File: config.mk
export PLATFORM = sky130hd
export DESIGN_NAME = fetch_sequencer
export DESIGN_NICKNAME = d
export VERILOG_FILES = /design/src/rtl/fetch_sequencer.sv
export SDC_FILE = /design/constraint.sdc
export NUM_CORES = 1
export LEC_CHECK = 0
export CORE_MARGIN = 3
export CORE_UTILIZATION = 35
export CTS_BUF_LIST = sky130_fd_sc_hd__clkbuf_4
export DETAILED_ROUTE_END_ITERATION = 6
export PLACE_DENSITY = 0.69
export SETUP_SLACK_MARGIN = 0.3
export SLEW_MARGIN = 20
export SYNTH_ARGS = -nofsm -noshare
export SYNTH_HDL_FRONTEND = slang
export SYNTH_SLANG_ARGS = --single-unit
File: constraint.sdc
create_clock -name clk -period 8.2 [get_ports clk]
set_input_delay 1.23 -clock clk [delete_from_list [all_inputs] [get_ports clk]]
set_output_delay 1.23 -clock clk [all_outputs]
set_load 0.05 [all_outputs]
File: src/rtl/fetch_sequencer.sv
// Instruction fetch sequencer: IDLE/FETCH/ISSUE control with redirect squashing.
// Optional fetch watchdog is compiled in with `define FETCH_TIMEOUT_EN.
module fetch_sequencer #(
    parameter logic [31:0] RESET_PC = 32'h0000_0000,
    parameter int unsigned TIMEOUT  = 16
) (
    input  logic        clk,
    input  logic        rst,
    input  logic        start_i,
    input  logic        halt_i,
    input  logic        stall_i,
    input  logic        redirect_valid_i,
    input  logic [1:0]  redirect_kind_i,
    input  logic [31:0] redirect_target_i,
    output logic        imem_req_o,
    output logic [31:0] imem_addr_o,
    input  logic        imem_ack_i,
    input  logic [31:0] imem_data_i,
    output logic        instr_valid_o,
    output logic [31:0] instr_o,
    output logic [31:0] instr_pc_o,
    output logic [31:0] pc_o,
    output logic        busy_o,
    output logic        timeout_err_o
);

    localparam logic [1:0] S_IDLE  = 2'd0;
    localparam logic [1:0] S_FETCH = 2'd1;
    localparam logic [1:0] S_ISSUE = 2'd2;

    logic [1:0]  state_q, state_d;
    logic [31:0] pc_q, pc_d;
    logic [31:0] instr_q, instr_d;
    logic [31:0] instr_pc_q, instr_pc_d;
    logic        valid_q, valid_d;
    logic        squash_q, squash_d;
    logic [31:0] squash_tgt_q, squash_tgt_d;

    logic        redir_hit;
    logic [31:0] redir_tgt;
    logic        tmo_fire;

    assign redir_hit = redirect_valid_i && (redirect_kind_i != 2'b11);
    assign redir_tgt = (redirect_kind_i == 2'b10) ? (instr_pc_q + redirect_target_i)
                                                  : redirect_target_i;

`ifdef FETCH_TIMEOUT_EN
    logic [31:0] tmo_cnt_q, tmo_cnt_d;
    logic        tmo_err_q, tmo_err_d;

    // Counts consecutive un-acked FETCH cycles; anything else restarts it.
    assign tmo_cnt_d = (state_q == S_FETCH && !imem_ack_i) ? tmo_cnt_q + 32'd1 : 32'd0;
    assign tmo_fire  = (state_q == S_FETCH) && !imem_ack_i && (tmo_cnt_q + 32'd1 == TIMEOUT);
    assign tmo_err_d = tmo_fire ? 1'b1 : (start_i ? 1'b0 : tmo_err_q);

    always_ff @(posedge clk) begin
        if (rst) begin
            tmo_cnt_q <= 32'd0;
            tmo_err_q <= 1'b0;
        end else begin
            tmo_cnt_q <= tmo_cnt_d;
            tmo_err_q <= tmo_err_d;
        end
    end

    assign timeout_err_o = tmo_err_q;
`else
    assign tmo_fire      = 1'b0;
    assign timeout_err_o = 1'b0;

    // TIMEOUT only matters when the watchdog is compiled in.
    if (TIMEOUT == 0) begin : g_tmo_unused
    end
`endif

    always_comb begin
        state_d      = state_q;
        pc_d         = pc_q;
        instr_d      = instr_q;
        instr_pc_d   = instr_pc_q;
        valid_d      = valid_q;
        squash_d     = squash_q;
        squash_tgt_d = squash_tgt_q;
        case (state_q)
            S_IDLE: begin
                if (start_i) state_d = S_FETCH;
            end
            S_FETCH: begin
                if (imem_ack_i) begin
                    if (squash_q || redir_hit) begin
                        // Returned word belongs to the abandoned path: drop it and re-fetch.
                        pc_d     = redir_hit ? redir_tgt : squash_tgt_q;
                        squash_d = 1'b0;
                    end else begin
                        instr_d    = imem_data_i;
                        instr_pc_d = pc_q;
                        pc_d       = pc_q + 32'd1;
                        valid_d    = 1'b1;
                        state_d    = S_ISSUE;
                    end
                end else if (tmo_fire) begin
                    squash_d = 1'b0;
                    state_d  = S_IDLE;
                end else if (redir_hit) begin
                    squash_d     = 1'b1;
                    squash_tgt_d = redir_tgt;
                end
            end
            S_ISSUE: begin
                if (redir_hit) begin
                    pc_d    = redir_tgt;
                    valid_d = 1'b0;
                    state_d = S_FETCH;
                end else if (!stall_i) begin
                    valid_d = 1'b0;
                    state_d = halt_i ? S_IDLE : S_FETCH;
                end
            end
            default: state_d = S_IDLE;
        endcase
    end

    always_ff @(posedge clk) begin
        if (rst) begin
            state_q      <= S_IDLE;
            pc_q         <= RESET_PC;
            instr_q      <= 32'd0;
            instr_pc_q   <= 32'd0;
            valid_q      <= 1'b0;
            squash_q     <= 1'b0;
            squash_tgt_q <= 32'd0;
        end else begin
            state_q      <= state_d;
            pc_q         <= pc_d;
            instr_q      <= instr_d;
            instr_pc_q   <= instr_pc_d;
            valid_q      <= valid_d;
            squash_q     <= squash_d;
            squash_tgt_q <= squash_tgt_d;
        end
    end

    assign imem_req_o    = (state_q == S_FETCH);
    assign imem_addr_o   = pc_q;
    assign instr_valid_o = valid_q;
    assign instr_o       = instr_q;
    assign instr_pc_o    = instr_pc_q;
    assign pc_o          = pc_q;
    assign busy_o        = (state_q != S_IDLE);

endmodule

==> results.py <==
metrics = {
    "clock_tree": {
        "h-tree-depth": 4,
        "tritoncts": "done",
        "post_cts_buffers": 0,
        "clock-sinks": 132,
        "cts_hold_buf": 0,
        "ctsResizeCount": 0,
        "clock_latency_ns": 0.55,
        "cts_buffers": 17,
        "root_buffer": "clkbuf_4",
        "cts_buffer_depth": 2,
        "clkTransAtPathRegs_ns": 0.12,
    },
    "yosys": {
        "synthCells": 1104,
        "ys_types": 64,
        "netlist_area_um2": 8160,
        "synth_top_area_share_pct": 32.4,
        "synth_edf_count": 0,
        "async_flop_share_pct": 0,
        "synth_nets": 1210,
        "ys_ff_latch": 132,
        "ys_seq_area_share_pct": 32.4,
        "synth_area_leaders": "dfxtp_1, nand2_1, a21oi_1",
        "avgSynthCellArea_um2": 7.39,
        "synth-main-ff-cell": "dfxtp_1",
        "yosysTopAreaCell": "dfxtp_1",
        "yosysWarnings": 0,
    },
    "sta": {
        "whs_ns": 0.459,
        "relSlewSlack_pct": 36.5,
        "rsz0062_at_grt": "no",
        "finalWorstSetupSlack_ns": 3.94,
        "setup_violations": 0,
        "fin_crit_ns": 4.26,
        "tightest_slew_ns": 0.950,
        "finClkSkew_ns": 0.0258,
        "max_freq_mhz": 235,
        "setup_tns_ns": 0,
        "finalHoldViolCount": 0,
        "fin_crit_sh_pct": 52.0,
        "drv_slew": 0,
    },
    "setup_path": {
        "reg2reg_from": "instr_pc_o[0]",
        "worstPathArrival_ns": 4.69,
        "rrSetupSlack_ns": 4.76,
        "critPathCaptureType": "flip-flop",
        "cp_slowest_cell": "a2111oi_4",
        "slowest_delay_ns": 0.47,
        "startpoint_type": "input pin",
        "crit_required_ns": 8.63,
        "path_depth": 12,
        "rr_worst_depth": 11,
        "r2r_end": "imem_addr_o[28]",
        "path_buf_inv": 1,
        "path_cells": "clkdlybuf4s50_1, ha_1, fa_1, a21oi_2, o2111ai_2, a211o_2, a2111oi_4, nor4_1, a21oi_1, xnor2_1, a31oi_1, o41ai_1",
        "cp_max_fo": 4,
        "worstSetupPathType": "in2reg",
        "cp_top_family": "compound AO/OA/AOI/OAI gates",
    },
    "placed_design": {
        "place_area_um2": 10200,
        "place_congestion": 0.964,
        "hpwlAfterDp_mm": 18.8,
        "io_buffers": 203,
        "pre_cts_ws_ns": 3.45,
    },
    "routing": {
        "vias": 8466,
        "wirelength_mm": 26.9,
        "wl_per_cell_um": 17.2,
        "drc": 0,
        "first_pass_iters": 5,
        "viasPerCell": 5.42,
        "drtAntennaViolNets": 0,
        "detailedRoute.firstIterationViolations": 761,
    },
    "cells_and_area": {
        "drive_gt1_share_pct": 5.62,
        "area_growth_pct": 28.2,
        "design_area_um2": 10500,
        "fin_nets": 1339,
    },
    "floorplan": {
        "die_height_um": 159,
        "die-area_um2": 25200,
        "pin_count": 205,
        "initial_core_util_pct": 35.8,
        "core_um2": 22800,
        "rows": 55,
        "die_w_um": 159,
    },
    "min_path": {
        "hold_end": "instr_o[26]",
        "hp-start": "instr_o[26]",
        "hold_path_depth": 2,
        "holdCritPathClass": "reg2reg",
    },
    "grt": {
        "grt_max_degree": 80,
        "antenna_found_initial": 1,
        "track_usage_pct": 21.0,
        "grt_pass1_vias": 7855,
        "grt_pass1_wl_mm": 41.8,
        "grt.overflow.total": 0,
    },
    "outcome": {
        "outcome": "finished, final reports clean",
    },
    "pwr": {
        "ir_worst_vdd_mv": 0.0702,
        "powerDensity_nw_per_um2": 146,
        "p_leak_nw": 3.65,
    },
    "flow_run": {
        "drv_cap": 0,
    },
}
==> sequential cells by signal, indices dropped and copies added (netlist names) <==
name	cells
instr_pc_o	32
imem_addr_o	32
squash_q	1
instr_o	32
instr_valid_o	1
state_q	2
squash_tgt_q	32
==> synth_stat cells (10+ instances only) <==
library cell,instances
nand3_1,25
buf_4,33
xnor2_1,31
nor3_1,29
a31oi_1,12
a21oi_1,147
ha_1,32
nor2_1,91
a211oi_1,36
xor2_1,21
mux2i_1,17
nand4_1,10
clkbuf_1,61
dfxtp_1,132
nand2_1,220
o21ai_0,65
==> per-stage QoR <==
step	std cells	util, %	total power [W]
2_1_floorplan	1104	-	0.000963
3_3_place_gp	1527	44.7	0.00109
6_report	1561	45.9	0.00153
3_5_place_dp	1527	44.7	0.00110
5_1_grt	1561	45.9	0.00160
4_1_cts	1559	45.9	0.00154
==> worst min-delay path, delay by kind of cell, from the launching register on <==
family	cells	cell delay [ns]
flip-flops	1	0.33
AO/OA/AOI/OAI	1	0.05
AND/OR/NAND/NOR	1	0.05
==> cell type report <==
| type | count | area (um^2) |
|---|---|---|
| well taps | 313 | 392 |
| clock inverters | 13 | 135 |
| multi-input cells | 860 | 5000 |
| fillers | 2301 | 12300 |
| clock buffers | 19 | 143 |
| diodes | 2 | 5.00 |
| flip-flops and latches | 132 | 2640 |
| repair buffers | 213 | 2100 |
| inverters | 9 | 33.8 |
==> worst max-delay path by stage <==
stage	slack (ns)	end	startpoint
3_3_place_gp	3.49	imem_addr_o[28]	redirect_target_i[0]
6_report	3.94	imem_addr_o[28]	redirect_target_i[0]
2_1_floorplan	4.25	imem_addr_o[28]	redirect_target_i[0]
5_1_grt	3.84	imem_addr_o[28]	redirect_target_i[0]
3_5_place_dp	3.45	imem_addr_o[28]	redirect_target_i[0]
4_1_cts	4.01	imem_addr_o[28]	redirect_target_i[0]
==> report_power, final <==
group | leakage (nW) | internal, W | total, W | switching (W)
clock | 0.142 | 0.000186 | 0.000446 | 0.000260
combinational | 2.44 | 0.000137 | 0.000385 | 0.000248
sequential | 1.07 | 0.000665 | 0.000699 | 0.0000342
==> per-layer routing <==
metal  global-route usage (%)  part of all wire (%)  routed length [um]  vias to the layer above
met3                     3.45                   6.3                1700                       51
li1                         -                     -                   -                     4135
met1                     28.3                    44               11900                     3955
met2                     34.0                    47               12500                      325
met4                     7.09                   2.7                 715                        0
met5                        0                     0                   0                        -
==> cell usage in the layout (no fill, tap or decap), types with 5 or more instances in the layout <==
cell	instances
nand2_1	219
clkdlybuf4s50_1	202
a21oi_1	146
dfxtp_1	131
nor2_1	89
o21ai_0	64
a211oi_1	36
ha_1	32
xnor2_1	31
nor3_1	28
nand3_1	25
xor2_1	21
clkbuf_4	19
mux2i_1	17
a31oi_1	12
buf_4	11
nand4_1	10
inv_1	9
and3_1	9
a21o_1	9
o211ai_1	9
nor2b_1	8
o21a_1	7
a311oi_1	7
and2_1	6
o31ai_1	5
==> kinds of logic (layout without fill, tap and decap cells) <==
logic type | after synthesis | count (layout) | synth area share, %
other | 1 | 3 | 0.0460
AO/OA/AOI/OAI | 336 | 336 | 25.7
XOR/XNOR | 52 | 52 | 5.58
buffers and inverters | 112 | 254 | 6.72
adder cells (fa/ha/maj) | 33 | 33 | 5.15
AND/OR/NAND/NOR | 420 | 420 | 22.2
flip-flops | 132 | 132 | 32.4
multiplexers | 18 | 18 | 2.22
(Power assumes the default switching activity.)
